**config.mk**
```make
export PLATFORM = sky130hd
export DESIGN_NAME = alarm_ctrl
export DESIGN_NICKNAME = d
export VERILOG_FILES = /design/src/rtl/alarm_ctrl.sv
export SDC_FILE = /design/constraint.sdc
export NUM_CORES = 1
export LEC_CHECK = 0
export BUFFER_PORTS_ARGS = -buffer_cell sky130_fd_sc_hd__buf_2
export CAP_MARGIN = 15
export CORE_MARGIN = 4
export CORE_UTILIZATION = 40
export CTS_CLUSTER_SIZE = 8
export DETAILED_ROUTE_END_ITERATION = 7
export GPL_TIMING_DRIVEN = 1
export PLACE_DENSITY = 0.6
export SYNTH_ARGS = -nofsm -noshare
export SYNTH_HDL_FRONTEND = slang
export SYNTH_SLANG_ARGS = --single-unit
```
**constraint.sdc**
```tcl
create_clock -name clk -period 3.35 [get_ports clk]
set_input_delay 0.335 -clock clk [delete_from_list [all_inputs] [get_ports clk]]
set_output_delay 0.335 -clock clk [all_outputs]
set_load 0.05 [all_outputs]
```
**src/rtl/alarm_ctrl.sv**
```systemverilog
// Alarm sequencing controller: arm/disarm, match-minute edge detection,
// ring / snooze / auto-stop sequencing and the ringing LED blink.
module alarm_ctrl #(
    parameter int TIME_0_1S  = 5_000_000,
    parameter int RING_SEC   = 60,
    parameter int SNOOZE_SEC = 300,
    parameter int MAX_SNOOZE = 3
) (
    input  logic       clk,
    input  logic       rst,
    input  logic [3:0] min_l,
    input  logic [3:0] min_h,
    input  logic [3:0] hour_l,
    input  logic [3:0] hour_h,
    input  logic [3:0] alarm_min_l,
    input  logic [3:0] alarm_min_h,
    input  logic [3:0] alarm_hour_l,
    input  logic [3:0] alarm_hour_h,
    input  logic       sec_tick,
    input  logic       key_arm,
    input  logic       key_snooze,
    input  logic       key_stop,
    output logic [1:0] state,
    output logic       armed,
    output logic       ringing,
    output logic [1:0] snooze_left,
    output logic       led
);

    localparam int BW = (TIME_0_1S  > 1) ? $clog2(TIME_0_1S)  : 1;
    localparam int RW = (RING_SEC   > 1) ? $clog2(RING_SEC)   : 1;
    localparam int SW = (SNOOZE_SEC > 1) ? $clog2(SNOOZE_SEC) : 1;

    localparam logic [BW-1:0] BLINK_LAST = BW'(TIME_0_1S - 1);
    localparam logic [RW-1:0] RING_LAST  = RW'(RING_SEC - 1);
    localparam logic [SW-1:0] SNZ_LAST   = SW'(SNOOZE_SEC - 1);
    localparam logic [1:0]    MAX_LEFT   = 2'(MAX_SNOOZE);

    typedef enum logic [1:0] {
        ST_DISARMED = 2'd0,
        ST_ARMED    = 2'd1,
        ST_RINGING  = 2'd2,
        ST_SNOOZE   = 2'd3
    } state_t;

    state_t        state_q, state_d;
    logic [RW-1:0] ring_sec_q, ring_sec_d, ring_sec_s;
    logic [SW-1:0] snz_sec_q, snz_sec_d, snz_sec_s;
    logic [1:0]    snooze_left_q, snooze_left_d, snooze_left_s;
    logic [BW-1:0] blink_cnt_q, blink_cnt_d;
    logic          led_q, led_d;
    logic          armed_q, armed_d;
    logic          ringing_q, ringing_d;
    logic          match_dly_q;
    logic          match_s;
    logic          match_rise_s;

    // Only the first cycle of a matching minute may start a ring.
    always_comb begin
        match_s      = (min_l  == alarm_min_l)  && (min_h  == alarm_min_h) &&
                       (hour_l == alarm_hour_l) && (hour_h == alarm_hour_h);
        match_rise_s = match_s & ~match_dly_q;
    end

    // Sequencer: keys first (arm > stop > snooze), then second ticks, then match edge.
    always_comb begin
        state_d       = state_q;
        ring_sec_s    = ring_sec_q;
        snz_sec_s     = snz_sec_q;
        snooze_left_s = snooze_left_q;
        case (state_q)
            ST_DISARMED: begin
                if (key_arm) begin
                    state_d = ST_ARMED;
                end else begin
                    state_d = ST_DISARMED;
                end
            end
            ST_ARMED: begin
                if (key_arm) begin
                    state_d = ST_DISARMED;
                end else if (match_rise_s) begin
                    state_d       = ST_RINGING;
                    ring_sec_s    = '0;
                    snooze_left_s = MAX_LEFT;
                end else begin
                    state_d = ST_ARMED;
                end
            end
            ST_RINGING: begin
                if (key_arm) begin
                    state_d = ST_DISARMED;
                end else if (key_stop) begin
                    state_d = ST_ARMED;
                end else if (key_snooze) begin
                    // An exhausted snooze still consumes the cycle's tick.
                    if (snooze_left_q != 2'd0) begin
                        state_d       = ST_SNOOZE;
                        snz_sec_s     = '0;
                        snooze_left_s = snooze_left_q - 2'd1;
                    end else begin
                        state_d = ST_RINGING;
                    end
                end else if (sec_tick) begin
                    if (ring_sec_q == RING_LAST) begin
                        state_d = ST_ARMED;
                    end else begin
                        ring_sec_s = ring_sec_q + RW'(1);
                    end
                end else begin
                    state_d = ST_RINGING;
                end
            end
            ST_SNOOZE: begin
                if (key_arm) begin
                    state_d = ST_DISARMED;
                end else if (key_stop) begin
                    state_d = ST_ARMED;
                end else if (key_snooze) begin
                    state_d = ST_SNOOZE;
                end else if (sec_tick) begin
                    if (snz_sec_q == SNZ_LAST) begin
                        state_d    = ST_RINGING;
                        ring_sec_s = '0;
                        snz_sec_s  = '0;
                    end else begin
                        snz_sec_s = snz_sec_q + SW'(1);
                    end
                end else begin
                    state_d = ST_SNOOZE;
                end
            end
            default: begin
                state_d = ST_DISARMED;
            end
        endcase
    end

    // Outside an alarm event the counters rest at zero and the snooze budget is full.
    always_comb begin
        if ((state_d == ST_DISARMED) || (state_d == ST_ARMED)) begin
            ring_sec_d    = '0;
            snz_sec_d     = '0;
            snooze_left_d = MAX_LEFT;
        end else begin
            ring_sec_d    = ring_sec_s;
            snz_sec_d     = snz_sec_s;
            snooze_left_d = snooze_left_s;
        end
        armed_d   = (state_d != ST_DISARMED);
        ringing_d = (state_d == ST_RINGING);
    end

    // LED lights immediately on ring entry and then toggles every blink period.
    always_comb begin
        if (state_d != ST_RINGING) begin
            led_d       = 1'b0;
            blink_cnt_d = '0;
        end else if (state_q != ST_RINGING) begin
            led_d       = 1'b1;
            blink_cnt_d = '0;
        end else if (blink_cnt_q == BLINK_LAST) begin
            led_d       = ~led_q;
            blink_cnt_d = '0;
        end else begin
            led_d       = led_q;
            blink_cnt_d = blink_cnt_q + BW'(1);
        end
    end

    always_ff @(posedge clk) begin
        if (rst) begin
            state_q       <= ST_DISARMED;
            ring_sec_q    <= '0;
            snz_sec_q     <= '0;
            snooze_left_q <= MAX_LEFT;
            blink_cnt_q   <= '0;
            led_q         <= 1'b0;
            armed_q       <= 1'b0;
            ringing_q     <= 1'b0;
            match_dly_q   <= 1'b0;
        end else begin
            state_q       <= state_d;
            ring_sec_q    <= ring_sec_d;
            snz_sec_q     <= snz_sec_d;
            snooze_left_q <= snooze_left_d;
            blink_cnt_q   <= blink_cnt_d;
            led_q         <= led_d;
            armed_q       <= armed_d;
            ringing_q     <= ringing_d;
            match_dly_q   <= match_s;
        end
    end

    assign state       = state_q;
    assign armed       = armed_q;
    assign ringing     = ringing_q;
    assign snooze_left = snooze_left_q;
    assign led         = led_q;

endmodule

```
# Word-level counts from Yosys, hierarchy flattened
# Cells that the tools add are included.
[word_totals]
output_inout_bits = 7
wordCells = 109
in_bits = 38
regBits = 46
[classes]
mux = 47
n_eq_ne = 28
addsub = 4
bitwise = 3
reduce_logical = 18
[ops]
columns = ["op", "n"]
rows = [
  ["$mux 9", 9],
  ["$mux 6", 12],
  ["$mux 2", 18],
  ["$ne 2x2->1 const B", 16],
  ["$add 23x1->23 const B", 1],
  ["$eq 23x23->1 const B", 1],
  ["$pmux 6 s3", 1],
  ["$pmux 9 s2", 1],
  ["$eq 4x4->1", 4],
  ["$reduce_and 13->1", 1],
  ["$reduce_bool 2->1", 5],
  ["$add 9x1->9 const B", 1],
  ["$eq 9x9->1 const B", 1],
  ["$reduce_and 9->1", 1],
  ["$pmux 2 s4", 1],
  ["$reduce_and 7->1", 1],
  ["$add 6x1->6 const B", 1],
  ["$eq 2x2->1 const B", 3],
  ["$eq 6x6->1 const B", 1],
  ["$eq 2x1->1 const B", 2],
  ["$logic_not 2->1", 2],
  ["$mux 1", 4],
  ["$pmux 2 s2", 1],
  ["$reduce_or 2->1", 2],
  ["other kinds (7)", 10],
]

# Depth between registers and ports, before layout
[depth]
word_depth = 11
mapped_depth = 9
mapped_depth_nobuf = 8

# Worst setup path after synthesis
# OpenSTA, ideal clock, no wires.
[synth_path]
path_type = "register to register"
from = "register state_q[1], in the netlist state[1]"
to = "register ring_sec_q[5]"
t_required_ns = 3.224
arrival_time_ns = 2.068
n_path_buf = 1
synth_period_minus_slack_ns = 2.194
stages_incl_launch_ff = 8
slack_ns = 1.156
setup_ns = 0.126
cell_sequence = "dfxtp_1 > buf_4 > and4bb_2 > o22ai_1 > or4_1 > o21a_1 > o211ai_1 > o41ai_1"
[synth_via]
elab_chain_cells = 9
word_cells_on_any_way = 34
classes_between = "eq/ne (16); mux (12); reduce/logical (6)"
[synth_rtl]
columns = ["element", "line_no", "rtl"]
rows = [
  ["from (decl)", "46", "state_t state_q, state_d;"],
  ["from (signal assigned)", "183", "state_q <= state_d;"],
  ["$mux 2 (on tied branches)", "122, 105", ""],
  ["$mux 2 (on tied branches)", "121, 104", ""],
  ["$mux 2 (on tied branches)", "119, 95", ""],
  ["$mux 2 (on tied branches)", "117, 93", ""],
  ["$mux 2 (on tied branches)", "115, 91", ""],
  ["$pmux 2 s4", "71", "case (state_q)"],
  ["$eq 2x1->1 / $logic_not 2->1 (equally long branches)", "141", "if ((state_d == ST_DISARMED) || (state_d == ST_ARMED)) begin"],
  ["$logic_or 1x1->1", "141", ""],
  ["$reduce_or 2->1 (no line)", "n/a", ""],
  ["to (signal assigned)", "184", "ring_sec_q <= ring_sec_d;"],
  ["to (decl)", "47", "logic [RW-1:0] ring_sec_q, ring_sec_d, ring_sec_s;"],
]
# Several ways; a longest one is shown, not always the timed one.
# A chain may end at the register's enable or synchronous reset.

# Final worst setup path
[layout_path]
from = "register state_q[0], in the netlist state[0]"
to = "register blink_cnt_q[2]"
[layout_via]
elab_chain_cells = 8
word_cells_on_any_way = 18
classes_between = "eq/ne (5); mux (11); reduce/logical (2)"
[layout_rtl]
columns = ["element", "line_no", "rtl"]
rows = [
  ["$mux 2 (on tied branches)", "122, 105", ""],
  ["$mux 2 (on tied branches)", "121, 104", ""],
  ["$mux 2 (on tied branches)", "119, 95", ""],
  ["$mux 2 (on tied branches)", "117, 93", ""],
  ["$mux 2 (on tied branches)", "115, 91", ""],
  ["$pmux 2 s4", "71", ""],
  ["$ne 2x2->1", "156", "if (state_d != ST_RINGING) begin"],
  ["$reduce_or 4->1 (no line) (*)", "n/a", ""],
  ["to (signal assigned)", "187", "blink_cnt_q <= blink_cnt_d;"],
  ["to (decl)", "50", "logic [BW-1:0] blink_cnt_q, blink_cnt_d;"],
]
# Every way passes the cells marked *; elsewhere a longest branch is shown, timed or not.

==> impl_metrics.json <==
{
  "status": "finished clean",
  "rsz0062_at_grt": "no",
  "cts_hold_buf": 0,
  "netlist.top_cell.by_area": "dfxtp_1",
  "fin_crit_ns": 2.26,
  "cts-root-buf": "clkbuf_8",
  "grt_pass1_vias": 1929,
  "cellPowerDensity_nw_per_um2": 366,
  "clock_sinks": 46,
  "hp-class": "input pin to flip-flop",
  "route.antenna.remaining_nets": 0,
  "area_delta_synth_final_pct": 16.1,
  "max_slew.worst_pin.slew_ns": 0.707,
  "syn_nets": 310,
  "worstPathMaxFanout": 22,
  "worst_ir_drop_vdd_uv": 194,
  "multi_input_area_um2": 1480,
  "critPathKind": "flip-flop to flip-flop",
  "rows": 28,
  "nFillCells": 566,
  "finalSetupViolations": 0,
  "viasPerCell": 5.09,
  "syn_inst": 268,
  "wl_met1_mm": 2.22,
  "synth_cell_types": 49,
  "coreArea_um2": 5920,
  "grt_start_max_net_pins": 23,
  "die_w_um": 86.2,
  "met2_wirelength_mm": 2.33,
  "async_flop_share_pct": 0,
  "min_from": "rst",
  "routed_wl_mm": 4.77,
  "postCtsSetupRepairBufs": 0,
  "drv_slew": 0,
  "clockBufferDepth": 2,
  "portBuffers": 44,
  "instances_no_fill": 389,
  "first_pass_iters": 4,
  "ff_latch_area_um2": 921,
  "drive_gt1_share_pct": 20.7,
  "cp.arrival_ns": 2.50,
  "ys.flop_type": "dfxtp_1",
  "initial_core_util_pct": 41.3,
  "post-place-ws_ns": 0.998,
  "hold_violations": 0,
  "cp-start-kind": "flip-flop",
  "cts_tree": "yes",
  "gp_congestion": 0.828,
  "cap_viol_max_count": 0,
  "finalClockSkew_ns": 0.00759,
  "dp_cells": 381,
  "drc_errors": 0,
  "mappedNetlistArea_um2": 2450,
  "cts_resized": 0,
  "fin_tns_setup_ns": 0,
  "routed-wl-met3_um": 183,
  "clk-insertion-delay-late_ns": 0.30,
  "pin_count": 45,
  "dr.first_iter.drc_count": 85,
  "total_power_uw": 1040,
  "die_y_um": 86.2,
  "p_leak_uw": 0.00106,
  "highest_layer": "met4",
  "yosysTopAreaCellShare_pct": 37.6,
  "crit_path_end_kind": "flip-flop",
  "synth-seq-cells": 46,
  "antenna_cells": 0,
  "synthTopCellsByArea": "dfxtp_1, xor2_1, nor2_1, xnor2_1, nand4_1",
  "required_ns": 3.58,
  "whs_ns": 0.290,
  "vias": 1980,
  "synth-edff-count": 0,
  "path_clk_slew_ns": 0.09,
  "grt-ovfl-total": 0,
  "htree_num_levels": 2,
  "numCtsBuffers": 5,
  "avgSynthCellArea_um2": 9.13,
  "fmax_mhz": 442,
  "grt_antenna_before_repair": 0,
  "yosys_warnings": 0,
  "r2r_start": "state[0]$_SDFF_PP0_",
  "grt_first_pass_wirelength_mm": 8.45,
  "slew_headroom_pct": 52.8,
  "wl_per_cell_um": 12.3,
  "dp_hpwl_mm": 3.63,
  "fin_crit_sh_pct": 67.6,
  "fp.dieArea_um2": 7430,
  "nets": 355,
  "grt_usage_pct": 13.9,
  "crit_path_start": "state[0]$_SDFF_PP0_",
  "seq_area_frac_synth_pct": 37.6,
  "fin_ws_ns": 1.09
}
## cell type report
class / instances / area share, %
timing repair buffer: 44 / 7.75
sequential: 46 / 32.4
inverter: 3 / 0.396
clock inverter: 3 / 1.54
clock buffer: 5 / 2.42
tap: 75 / 3.30
multi-input combinational: 213 / 52.2
## synth_stat cells (all sizes together) (3+ instances only)
cell	count
or4	4
and3	8
dfxtp	46
ha	4
nand3	12
nor4	6
inv	3
xor2	33
nor2b	8
nand2b	3
nor2	40
o21ai	8
nand3b	3
o211ai	5
nand2	14
mux2i	3
xnor2	9
nand4	11
and2	6
a21oi	3
and4bb	3
buf	4
nor3	4
## through the flow
step | cell area, um^2 | utilization [%]
floorplan | 2450 | -
global placement | 2730 | 46.1
detailed placement | 2730 | 46.1
CTS | 2840 | 48.0
global route | 2840 | 48.0
finish | 2840 | 48.0
## final timing paths
check	end	slack, ns	depth (start not counted)
min	match_dly_q$_SDFF_PP0_	0.29	2
max reg2reg	blink_cnt_q[2]$_SDFF_PP0_	1.09	5
max	blink_cnt_q[2]$_SDFF_PP0_	1.09	5
min reg2reg	blink_cnt_q[0]$_SDFF_PP0_	0.48	1
## state kept, by name, indices dropped and copies added (netlist names)
| register | count |
|---|---|
| blink_cnt_q | 23 |
| snz_sec_q | 9 |
| ring_sec_q | 6 |
| snooze_left | 2 |
| state | 2 |
| armed | 1 |
| led | 1 |
| match_dly_q | 1 |
| ringing | 1 |
## critical path, cell delays in order, from the launching register on
cell and delay, ns:
dfxtp_1 0.63, nand2b_1 0.14, or4_1 0.47, o32ai_4 0.43
nand3_4 0.36, nor2_1 0.18
## logic make-up (layout without fill, tap and decap cells)
kind of cell	Yosys count	count (layout)	synth area share, %
AOI/OAI and AO/OA	34	34	11.7
xor gates and xnor gates	42	42	15.0
adders and majority gates	4	4	2.05
buffers and inverters	9	55	1.79
DFF	46	46	37.6
muxes	3	3	1.23
and+or+nand+nor	130	130	30.6
## metal layers
| metal | vias up | global-route usage, % |
|---|---|---|
| met5 | - | 0 |
| met3 | 4 | 3.33 |
| met4 | 0 | 4.25 |
| met2 | 36 | 24.1 |
| li1 | 1048 | - |
| met1 | 892 | 17.0 |
## cell usage in the layout, fill, tap and decap left out, drive strengths merged, types with 3 or more instances in the layout
master   n
a21oi    3
and2     6
and3     8
and4bb   3
buf     44
clkbuf   5
dfxtp   46
ha       4
inv      4
mux2i    3
nand2   14
nand2b   3
nand3   12
nand3b   3
nand4   11
nor2    40
nor2b    8
nor3     4
nor4     6
o211ai   5
o21ai    8
or4      4
xnor2    9
xor2    33
## power by group
group          leakage, uW  internal [uW]  switching (uW)
clock network    0.0000585            224             192
registers         0.000371            548            3.57
logic             0.000628           34.4            38.4
Note: power is estimated with default switching activity, not from simulation.
